==> config.mk <==
export PLATFORM = sky130hd
export DESIGN_NAME = dram_port_arbiter
export DESIGN_NICKNAME = d
export VERILOG_FILES = /design/src/rtl/dram_pkg.sv /design/src/rtl/rr_arb2.sv /design/src/rtl/dram_port_arbiter.sv
export SDC_FILE = /design/constraint.sdc
export NUM_CORES = 1
export LEC_CHECK = 0
export ABC_AREA = 1
export CAP_MARGIN = 20
export CORE_AREA = 2 2 373 375
export CTS_CLUSTER_SIZE = 8
export DETAILED_ROUTE_END_ITERATION = 7
export DIE_AREA = 0 0 375 377
export GPL_ROUTABILITY_DRIVEN = 1
export GPL_TIMING_DRIVEN = 0
export PLACE_DENSITY = 0.3
export SLEW_MARGIN = 20
export SYNTH_ARGS = -nofsm -noshare
export SYNTH_HDL_FRONTEND = slang
export SYNTH_HIERARCHICAL = 1
export SYNTH_SLANG_ARGS = --single-unit
==> constraint.sdc <==
create_clock -name clock -period 4.9 [get_ports clock]
set_input_delay 0.735 -clock clock [delete_from_list [all_inputs] [get_ports clock]]
set_output_delay 0.735 -clock clock [all_outputs]
set_load 0.005 [all_outputs]
==> src/rtl/dram_pkg.sv <==
// -----------------------------------------------------------------------------
// dram_pkg
// Shared types and constants for the DRAM port: field widths, the request and
// response bundles, the arbiter state encoding and the round-robin tie-break.
// No ports (package).
// -----------------------------------------------------------------------------
package dram_pkg;

    localparam int DRAM_ID_W   = 4;
    localparam int DRAM_ADDR_W = 32;
    localparam int DRAM_DATA_W = 128;
    localparam int DRAM_MASK_W = 16;

    typedef struct packed {
        logic [DRAM_ID_W-1:0]   id;
        logic [DRAM_ADDR_W-1:0] addr;
        logic [DRAM_DATA_W-1:0] data;
        logic                   isWr;
        logic [DRAM_MASK_W-1:0] mask;
    } dram_req_t;

    typedef struct packed {
        logic [DRAM_ID_W-1:0]   id;
        logic [DRAM_DATA_W-1:0] data;
    } dram_resp_t;

    typedef enum logic {
        ARB_IDLE   = 1'b0,
        ARB_LOCKED = 1'b1
    } arb_state_e;

    // Two-way pick: a lone eligible client wins outright, a tie goes to ptr.
    function automatic logic rr_pick(input logic [1:0] elig, input logic ptr);
        logic pick;
        case (elig)
            2'b01:   pick = 1'b0;
            2'b10:   pick = 1'b1;
            2'b11:   pick = ptr;
            default: pick = 1'b0;
        endcase
        return pick;
    endfunction

endpackage

==> src/rtl/rr_arb2.sv <==
// -----------------------------------------------------------------------------
// rr_arb2
// Two-way round-robin arbiter with grant lock. In IDLE the grant is chosen
// combinationally among eligible requesters; if the downstream does not accept
// in that cycle the grant is locked onto that requester until it fires.
// Ports:
//   clock, reset     system clock, synchronous active-high reset
//   req_valid_i[1:0] raw request valids (used while locked)
//   req_elig_i[1:0]  valid and below the outstanding cap (used while idle)
//   ready_i          downstream request ready
//   gnt_idx_o        granted client index
//   gnt_valid_o      a grant is presented downstream (0 during reset)
//   locked_o         grant lock currently held
// -----------------------------------------------------------------------------
module rr_arb2
    import dram_pkg::*;
(
    input  logic       clock,
    input  logic       reset,
    input  logic [1:0] req_valid_i,
    input  logic [1:0] req_elig_i,
    input  logic       ready_i,
    output logic       gnt_idx_o,
    output logic       gnt_valid_o,
    output logic       locked_o
);

    arb_state_e state_q;
    logic       owner_q;
    logic       rr_ptr_q;

    always_comb begin
        gnt_idx_o   = 1'b0;
        gnt_valid_o = 1'b0;
        if (state_q == ARB_LOCKED) begin
            // The owner keeps the port whatever the other client does.
            gnt_idx_o   = owner_q;
            gnt_valid_o = req_valid_i[owner_q];
        end else begin
            gnt_idx_o   = rr_pick(req_elig_i, rr_ptr_q);
            gnt_valid_o = |req_elig_i;
        end
        if (reset) begin
            gnt_valid_o = 1'b0;
        end
    end

    assign locked_o = (state_q == ARB_LOCKED);

    always_ff @(posedge clock) begin
        if (reset) begin
            state_q  <= ARB_IDLE;
            owner_q  <= 1'b0;
            rr_ptr_q <= 1'b0;
        end else begin
            case (state_q)
                ARB_IDLE: begin
                    if (gnt_valid_o) begin
                        if (ready_i) begin
                            rr_ptr_q <= ~gnt_idx_o;
                        end else begin
                            state_q <= ARB_LOCKED;
                            owner_q <= gnt_idx_o;
                        end
                    end
                end
                ARB_LOCKED: begin
                    if (gnt_valid_o && ready_i) begin
                        state_q  <= ARB_IDLE;
                        rr_ptr_q <= ~owner_q;
                    end
                end
                default: state_q <= ARB_IDLE;
            endcase
        end
    end

endmodule

==> src/rtl/dram_port_arbiter.sv <==
// -----------------------------------------------------------------------------
// dram_port_arbiter
// Shares one DRAM request/response port between client 0 (instruction fetch)
// and client 1 (data cache). Requests are round-robin arbitrated with a grant
// lock, tagged with the client index in id[3]; responses are routed back by
// that tag. Per-client outstanding counters cap in-flight requests, and a
// response arriving for a client with nothing outstanding raises sticky err.
// Ports:
//   clock, reset                     clock, synchronous active-high reset
//   cN_req_valid/ready/id/addr/data/isWr/mask   client N request channel
//   cN_resp_valid/ready/id/data      client N response channel
//   mem_req_valid/ready/id/addr/data/isWr/mask  downstream request channel
//   mem_resp_valid/ready/id/data     downstream response channel
//   busy                             requests outstanding or grant locked
//   err                              sticky unexpected-response flag
// -----------------------------------------------------------------------------
module dram_port_arbiter
    import dram_pkg::*;
#(
    parameter int CLIENT_ID_W     = 3,
    parameter int MAX_OUTSTANDING = 4,
    parameter int CNT_W           = 4
) (
    input  logic                   clock,
    input  logic                   reset,

    input  logic                   c0_req_valid,
    output logic                   c0_req_ready,
    input  logic [CLIENT_ID_W-1:0] c0_req_id,
    input  logic [DRAM_ADDR_W-1:0] c0_req_addr,
    input  logic [DRAM_DATA_W-1:0] c0_req_data,
    input  logic                   c0_req_isWr,
    input  logic [DRAM_MASK_W-1:0] c0_req_mask,
    output logic                   c0_resp_valid,
    input  logic                   c0_resp_ready,
    output logic [CLIENT_ID_W-1:0] c0_resp_id,
    output logic [DRAM_DATA_W-1:0] c0_resp_data,

    input  logic                   c1_req_valid,
    output logic                   c1_req_ready,
    input  logic [CLIENT_ID_W-1:0] c1_req_id,
    input  logic [DRAM_ADDR_W-1:0] c1_req_addr,
    input  logic [DRAM_DATA_W-1:0] c1_req_data,
    input  logic                   c1_req_isWr,
    input  logic [DRAM_MASK_W-1:0] c1_req_mask,
    output logic                   c1_resp_valid,
    input  logic                   c1_resp_ready,
    output logic [CLIENT_ID_W-1:0] c1_resp_id,
    output logic [DRAM_DATA_W-1:0] c1_resp_data,

    output logic                   mem_req_valid,
    input  logic                   mem_req_ready,
    output logic [DRAM_ID_W-1:0]   mem_req_id,
    output logic [DRAM_ADDR_W-1:0] mem_req_addr,
    output logic [DRAM_DATA_W-1:0] mem_req_data,
    output logic                   mem_req_isWr,
    output logic [DRAM_MASK_W-1:0] mem_req_mask,

    input  logic                   mem_resp_valid,
    output logic                   mem_resp_ready,
    input  logic [DRAM_ID_W-1:0]   mem_resp_id,
    input  logic [DRAM_DATA_W-1:0] mem_resp_data,

    output logic                   busy,
    output logic                   err
);

    logic [1:0]       req_valid;
    logic [1:0]       req_elig;
    logic [1:0]       req_fire;
    logic [1:0]       resp_fire;
    logic             gnt_idx;
    logic             gnt_valid;
    logic             arb_locked;
    logic             resp_k;
    dram_req_t        req_sel;
    dram_resp_t       resp_in;
    logic [CNT_W-1:0] cnt_q [2];
    logic [CNT_W-1:0] cnt_d [2];
    logic             err_q;
    logic             err_d;

    // ---------------- request arbitration ----------------
    assign req_valid = {c1_req_valid, c0_req_valid};

    always_comb begin
        req_elig = '0;
        for (int n = 0; n < 2; n++) begin
            req_elig[n] = req_valid[n] && (cnt_q[n] < CNT_W'(MAX_OUTSTANDING));
        end
    end

    rr_arb2 u_arb (
        .clock       (clock),
        .reset       (reset),
        .req_valid_i (req_valid),
        .req_elig_i  (req_elig),
        .ready_i     (mem_req_ready),
        .gnt_idx_o   (gnt_idx),
        .gnt_valid_o (gnt_valid),
        .locked_o    (arb_locked)
    );

    // Zero-latency mux of the granted client onto the downstream port.
    always_comb begin
        if (gnt_idx) begin
            req_sel.id   = {1'b1, c1_req_id};
            req_sel.addr = c1_req_addr;
            req_sel.data = c1_req_data;
            req_sel.isWr = c1_req_isWr;
            req_sel.mask = c1_req_mask;
        end else begin
            req_sel.id   = {1'b0, c0_req_id};
            req_sel.addr = c0_req_addr;
            req_sel.data = c0_req_data;
            req_sel.isWr = c0_req_isWr;
            req_sel.mask = c0_req_mask;
        end
    end

    assign mem_req_valid = gnt_valid;
    assign mem_req_id    = req_sel.id;
    assign mem_req_addr  = req_sel.addr;
    assign mem_req_data  = req_sel.data;
    assign mem_req_isWr  = req_sel.isWr;
    assign mem_req_mask  = req_sel.mask;

    assign c0_req_ready = mem_req_ready && mem_req_valid && !gnt_idx;
    assign c1_req_ready = mem_req_ready && mem_req_valid &&  gnt_idx;
    assign req_fire     = {c1_req_ready, c0_req_ready};

    // ---------------- response routing ----------------
    assign resp_in.id   = mem_resp_id;
    assign resp_in.data = mem_resp_data;
    assign resp_k       = resp_in.id[DRAM_ID_W-1];

    assign c0_resp_valid  = mem_resp_valid && !resp_k && !reset;
    assign c1_resp_valid  = mem_resp_valid &&  resp_k && !reset;
    assign c0_resp_id     = resp_in.id[CLIENT_ID_W-1:0];
    assign c1_resp_id     = resp_in.id[CLIENT_ID_W-1:0];
    assign c0_resp_data   = resp_in.data;
    assign c1_resp_data   = resp_in.data;
    assign mem_resp_ready = !reset && (resp_k ? c1_resp_ready : c0_resp_ready);
    assign resp_fire      = {c1_resp_valid && c1_resp_ready,
                             c0_resp_valid && c0_resp_ready};

    // ---------------- outstanding tracking ----------------
    always_comb begin
        err_d = err_q;
        for (int n = 0; n < 2; n++) begin
            cnt_d[n] = cnt_q[n];
            // An unexpected response is flagged and must not underflow.
            if (resp_fire[n] && (cnt_q[n] == '0)) begin
                err_d = 1'b1;
            end
            case ({req_fire[n], resp_fire[n] && (cnt_q[n] != '0)})
                2'b10:   cnt_d[n] = cnt_q[n] + CNT_W'(1);
                2'b01:   cnt_d[n] = cnt_q[n] - CNT_W'(1);
                default: cnt_d[n] = cnt_q[n];
            endcase
        end
    end

    always_ff @(posedge clock) begin
        if (reset) begin
            for (int n = 0; n < 2; n++) begin
                cnt_q[n] <= '0;
            end
            err_q <= 1'b0;
        end else begin
            for (int n = 0; n < 2; n++) begin
                cnt_q[n] <= cnt_d[n];
            end
            err_q <= err_d;
        end
    end

    assign busy = (cnt_q[0] != '0) || (cnt_q[1] != '0) || arb_locked;
    assign err  = err_q;

endmodule

### Yosys cells after proc, flatten, opt, wreduce, memory -nomap -nowiden

Memories as Yosys holds them, arrays and structs flattened.
Cells that the tools add are included.

| word-level totals | value |
|---|---|
| flip-flop bits (word level) | 4 |
| bits in latches | 0 |
| RAM bits | 8 |
| ROM bits | 0 |
| output and inout bits | 451 |
| memories | 1 |

| operators by class | value |
|---|---|
| $add $sub $neg | 4 |
| multipliers | 0 |
| divide/modulo/power cells | 0 |
| magnitude comparators | 3 |
| eq/ne operators | 9 |
| shift operators | 0 |
| multiplexer cells | 25 |
| bitwise gates (word level) | 6 |
| reduce and logical (&&, ||, !) cells | 29 |

Memories:

| memory | depth | bits a word | read ports | clocked after Yosys merged registers in | wr ports | line | source |
|---|---|---|---|---|---|---|---|
| cnt_q | 2 | 4 | 2 | 0 | 2 | dram_port_arbiter.sv:78 | `logic [CNT_W-1:0] cnt_q [2];` |

Operators with widths:

| operator | count |
|---|---|
| 181-bit two-way mux | 1 |
| 1-bit two-way mux | 17 |
| 1-bit logical AND | 16 |
| 4-bit case mux with 2 select lines | 2 |
| 4-bit by 1-bit adder with 4-bit output (second input constant) | 2 |
| 2-bit equality test (second input constant) | 4 |
| 4-bit zero test | 2 |
| 4-bit by 3-bit < comparator with 1-bit output (second input constant) | 2 |
| 4-bit two-way mux | 2 |
| 4-bit nonzero test | 2 |
| 4-bit by 1-bit subtractor with 4-bit output (second input constant) | 2 |
| 1-bit case mux with 2 select lines | 3 |
| 3-bit AND reduction | 2 |
| 2-bit by 1-bit equality test with 1-bit output (second input constant) | 2 |
| 2-bit inequality test (second input constant) | 2 |
| 1-bit NOT | 4 |
| 1-bit zero test | 3 |
| 1-bit logical OR | 2 |
| 1-bit by 2-bit < comparator with 1-bit output (second input constant) | 1 |
| 2-bit by 1-bit inequality test with 1-bit output (second input constant) | 1 |
| 1-bit OR | 2 |
| 2-bit nonzero test | 1 |
| 2-bit OR reduction | 1 |

### Longest topological paths before layout

| logic depth | value |
|---|---|
| word-level depth | 10 |
| gate-level depth with buffers | 19 |

### Cells and area by module

Netlist, hierarchy kept.

Modules (own cells, without submodules):

| module | instances | cells each | area an instance (sq um) | seq. area each (sq um) |
|---|---|---|---|---|
| dram_port_arbiter | 1 | 957 | 4898.4 | 180.2 |
| rr_arb2 | 1 | 35 | 212.7 | 60.1 |

### Worst setup path before layout

No wires, ideal clock.

| timing path | value |
|---|---|
| path type | input to register |
| start | input c0_req_valid |
| end | memory cnt_q[0][2] |
| arrival | 2877 ps |
| data required time | 4785 ps |
| slack | 1907 ps |
| stages | 16 |
| buffers on the path | 2 |
| cell sequence | nor3b_1 a21boi_0 nand2_1 nand2_1 buf_2 buf_6 nor3_1 inv_1 ha_1 nor2_1 nor2_1 ha_1 a21oi_1 xnor2_1 o21ai_0 inv_1 |

RTL lines:

| element | line | source |
|---|---|---|
| from (decl) | dram_port_arbiter.sv:27 | `input logic c0_req_valid,` |
| to (decl) | dram_port_arbiter.sv:78 |  |

### Final worst setup path

| timing path | value |
|---|---|
| start | input c0_req_valid |
| end | output mem_req_addr[26] |

| on the way | value |
|---|---|
| cells in the longest elaborated chain, start to end | 5 |
| elaborated cells on any way between the ends | 6 |
| classes of those cells | eq/ne: 2; mux: 3; reduce/logical: 1 |

Ends and longest elaborated chain:

| element | line | source |
|---|---|---|
| 1-bit logical AND (*) | dram_port_arbiter.sv:89 | `req_elig[n] = req_valid[n] && (cnt_q[n] < CNT_W'(MAX_OUTSTANDING));` |
| net req_elig[0] | dram_port_arbiter.sv:69 | `logic [1:0] req_elig;` |
| 2-bit equality test | dram_pkg.sv:35 | `case (elig)` |
| 1-bit case mux with 2 select lines (*) | dram_pkg.sv:35 |  |
| 1-bit two-way mux (*) | rr_arb2.sv:35 | `if (state_q == ARB_LOCKED) begin` |
| net gnt_idx | dram_port_arbiter.sv:72 | `logic gnt_idx;` |
| 181-bit two-way mux (*) | dram_port_arbiter.sv:106 | `if (gnt_idx) begin` |
| to (decl) | dram_port_arbiter.sv:54 | `output logic [DRAM_ADDR_W-1:0] mem_req_addr,` |

Mark *: on every way through the listed nets, which the timed path passes. The rest lies on a longest branch.

==> summary.md <==
| Metric | Value |
|---|---|
| Crit path largest cell delay | 0.58 ns |
| Largest net degree at the start of global routing | 11 |
| TritonCTS buffer count | 3 |
| Cts hold-fix bufs | 0 |
| Vias in the first global route | 9,144 |
| Post-Synth Simple-Gate Area | roughly 45% |
| Die span in x | 375 µm |
| Syn Nets | 1,498 |
| Worst EP required | 4.16 ns |
| Seq/Total Area, Yosys | about 4.7% |
| Worst EP arrival | ~3.9 ns |
| Final Hold Viols | 0 |
| Adder-Cell Fraction of Synth Area | roughly 1.5% |
| Min Tclk post-route | 4.653 ns |
| Number of I/O pins | roughly 950 |
| Drt drc | 0 |
| Worst-path fanout max | 10 |
| Peak supply drop | 0.09319 mV |
| Fmax achieved | 214.9 MHz |
| Via count | roughly 8,600 |
| WS Path Type | primary input to output pin |
| Max-slew violations | 0 |
| Vias per cell | 2.385 |
| Final Skew | 0.004124 ns |
| Compound-cell area share of the yosys netlist | around 2.6% |
| First-pass GRT wire length | 104,800 µm |
| Final RePlAce weighted congestion | 0.8519 |
| Total global-route track usage | 11.50% |
| WL final | between 80,000 and 90,000 µm |
| Clk buf depth | 2 |
| Final setup margin | around 0.25 ns |
| P per Cell Area | around 230 nW/µm² |
| Total of max-cap violations | 0 |
| Endpoints failing setup | 0 |
| Hold WS | 0.4768 ns |
| Total die area | ~140,000 µm² |
| Crit-path most repeated cell | nand2_1 |
| XOR/XNOR Fraction of Synth Area | 0.6854% |
| Relative slew slack | 50.07% |
| Core area | between 100,000 and 150,000 µm² |
| CP endpoint kind | output pin |
| Fin crit share | 94.96% |
| Post-Syn Area per Cell | 5.152 µm² |
| Startpoint Class | primary input |
| Worst-path clk slew | 0.05 ns |
| P&R area growth vs syn | 206.2% |
| Slew @ Worst Pin | 0.7520 ns |
| Post-Syn Area | 5111 µm² |
| WL per Instance | roughly 24 µm |
| Share of post-route cells with drive strength above 1 | 17.03% |
| Fin util | around 11% |
| Most common cell after layout, fill and taps aside | clkdlybuf4s50_1 |
| Sw power | 1.923 mW |
| Setup Slack @ Placement | -0.5724 ns |
| Critical path's top delay family | buffers and inverters |
| Antenna violations before repair | 6 |
| Largest family of logic cells by synthesized area | buffers and inverters |
| Syn. warnings | 6 |
| Final HPWL DP | 81,530 µm |
| Grt ovf | 0 |
| Multiplexer share of the synthesized area | 0% |
| Int Pwr | 1.654 mW |
| Fin nets | 2,322 |
| Tot Pwr | 3.577 mW |
| Most frequent cells in the layout | clkdlybuf4s50_1, nand2_1, buf_4, inv_1, buf_2 |
| Final ANT Viol Nets | 0 |
| Sw frac | 53.77% |
| Clk Latency, worst-skew pair | 0.24 ns |
| Outcome | finished, final reports clean |
| Number of DRC markers in iteration 0 | 293 |
| Worst Hold Class | register to register |
| Sequential share of power | under 10% |
| Clock sink count | 12 |
| Core Rows | 136 |
| Synthesized instance count | slightly below 1,000 |
| Setup repair bufs after CTS | 0 |
| CTS tree | yes |
| Die height | 377 µm |
| Root buf cell | clkbuf_16 |
| P_leak | 6.729 nW |
| DRT Pass-1 Iters | 4 |
| Reg2Reg Setup Slack | 1.77 ns |
| Crit-path cells | clkdlybuf4s50_1 -> nor3b_1 -> a21boi_0 -> nand2_1 -> nand2_1 -> inv_4 -> buf_4 -> buf_6 -> nand2_1 -> nand2_1 -> clkdlybuf4s50_1 |
| Starting Density | 3.731% |
| RSZ-0062 raised after global routing | false |
| Library cells used by synthesis | 24 |
| Clock Power Share | 4.3% |
| H-tree Lvls | 1 |
| Crit path buf inv count | 5 |
| Post-synthesis register bit count | 12 |
| PortBufs | 819 |
| Crit-path slowest cell | clkdlybuf4s50_1 |
| Comb pwr share | 92.2% |
## cell type report
type | instances | area, µm²
Antenna cell | 2 | 5.005
Buffer | 302 | 2186
Clock buffer | 3 | 75.07
Fill cell | 15968 | 121300
Inverter | 42 | 160.2
Multi-Input combinational cell | 636 | 2554
Sequential cell | 12 | 240.2
Tap cell | 1794 | 2245
Timing Repair Buffer | 819 | 8188
## final timing paths
kind,start,to,cells after the start
worst max-delay path,c0_req_valid,mem_req_addr[26],11
worst min-delay path,u_arb/rr_ptr_q,u_arb/rr_ptr_q,2
worst max register to register,cnt_q[0][2],cnt_q[0][2],16
worst min register to register,u_arb/rr_ptr_q,u_arb/rr_ptr_q,2
## timing repair
action	CTS	global route
hold endpoints to repair	0	0
setup endpoints to repair	73	4
resized for setup	16	4
pin swaps	0	0
## metrics by stage
stage | instances | setup TNS, ns | cell area (µm²)
floorplan | 992 | 0 | 5111
global placement | 3605 | -8.862 | 15550
detailed placement | 3605 | -9.522 | 15550
CTS | 3608 | 0 | 15640
global route | 3608 | 0 | 15650
finish | 3610 | 0 | 15650
## routing by layer
| metal | vias to the layer above | part of all wire [%] | global-route usage [%] |
|---|---|---|---|
| li1 | 4328 | - | - |
| met4 | 6 | 0.33 | 0.4641 |
| met3 | 10 | 9.2 | 3.628 |
| met5 | - | 0.048 | 0 |
| met2 | 450 | 49 | 20.44 |
| met1 | 3816 | 41 | 14.13 |
## logic make-up (layout without fill, tap and decap cells)
group / Yosys count / count (layout)
AO/OA/AOI/OAI: 25 / 25
XOR/XNOR: 4 / 4
adder cells (fa/ha/maj): 6 / 6
buffers and inverters: 344 / 1166
flip-flops: 12 / 12
other: 0 / 2
AND/OR/NAND/NOR: 601 / 601
## power by group through the flow
stage	registers [mW]	logic (mW)	clock network (mW)
final	0.128	3.30	0.152
after global placement	0.130	3.50	0
after CTS	0.129	3.50	0.157
after global routing	0.131	3.56	0.163
after detailed placement	0.131	3.49	0
after floorplan	0.126	0.876	0
## worst reg2reg max path, delay by kind of cell (launching register included)
family                   cells  cell delay, ns
AO/OA/AOI/OAI                3            0.48
XOR/XNOR                     1            0.09
adder cells (fa/ha/maj)      2            0.44
buffers and inverters        4            0.59
flip-flops                   1            0.33
AND/OR/NAND/NOR              6            1.10
## sequential cells by signal (all words and copies together) (netlist names), named ones only
| register | cells |
|---|---|
| cnt_q | 8 |
| err | 1 |
| u_arb/owner_q | 1 |
| u_arb/rr_ptr_q | 1 |
## cells in the mapped netlist, drive strengths merged
cell type | n | share of area [%]
dfxtp | 12 | 4.7
inv | 42 | 3.1
clkbuf | 9 | 0.66
nand2 | 570 | 42
nand3 | 9 | 0.98
ha | 6 | 1.5
a21oi | 11 | 1.1
o21ai | 13 | 1.3
xnor2 | 4 | 0.69
nor3b | 2 | 0.29
nor2 | 16 | 1.3
nor3 | 2 | 0.29
nand4 | 2 | 0.24
a21boi | 1 | 0.15
buf | 293 | 42
Power figures use the tool's default switching activity.
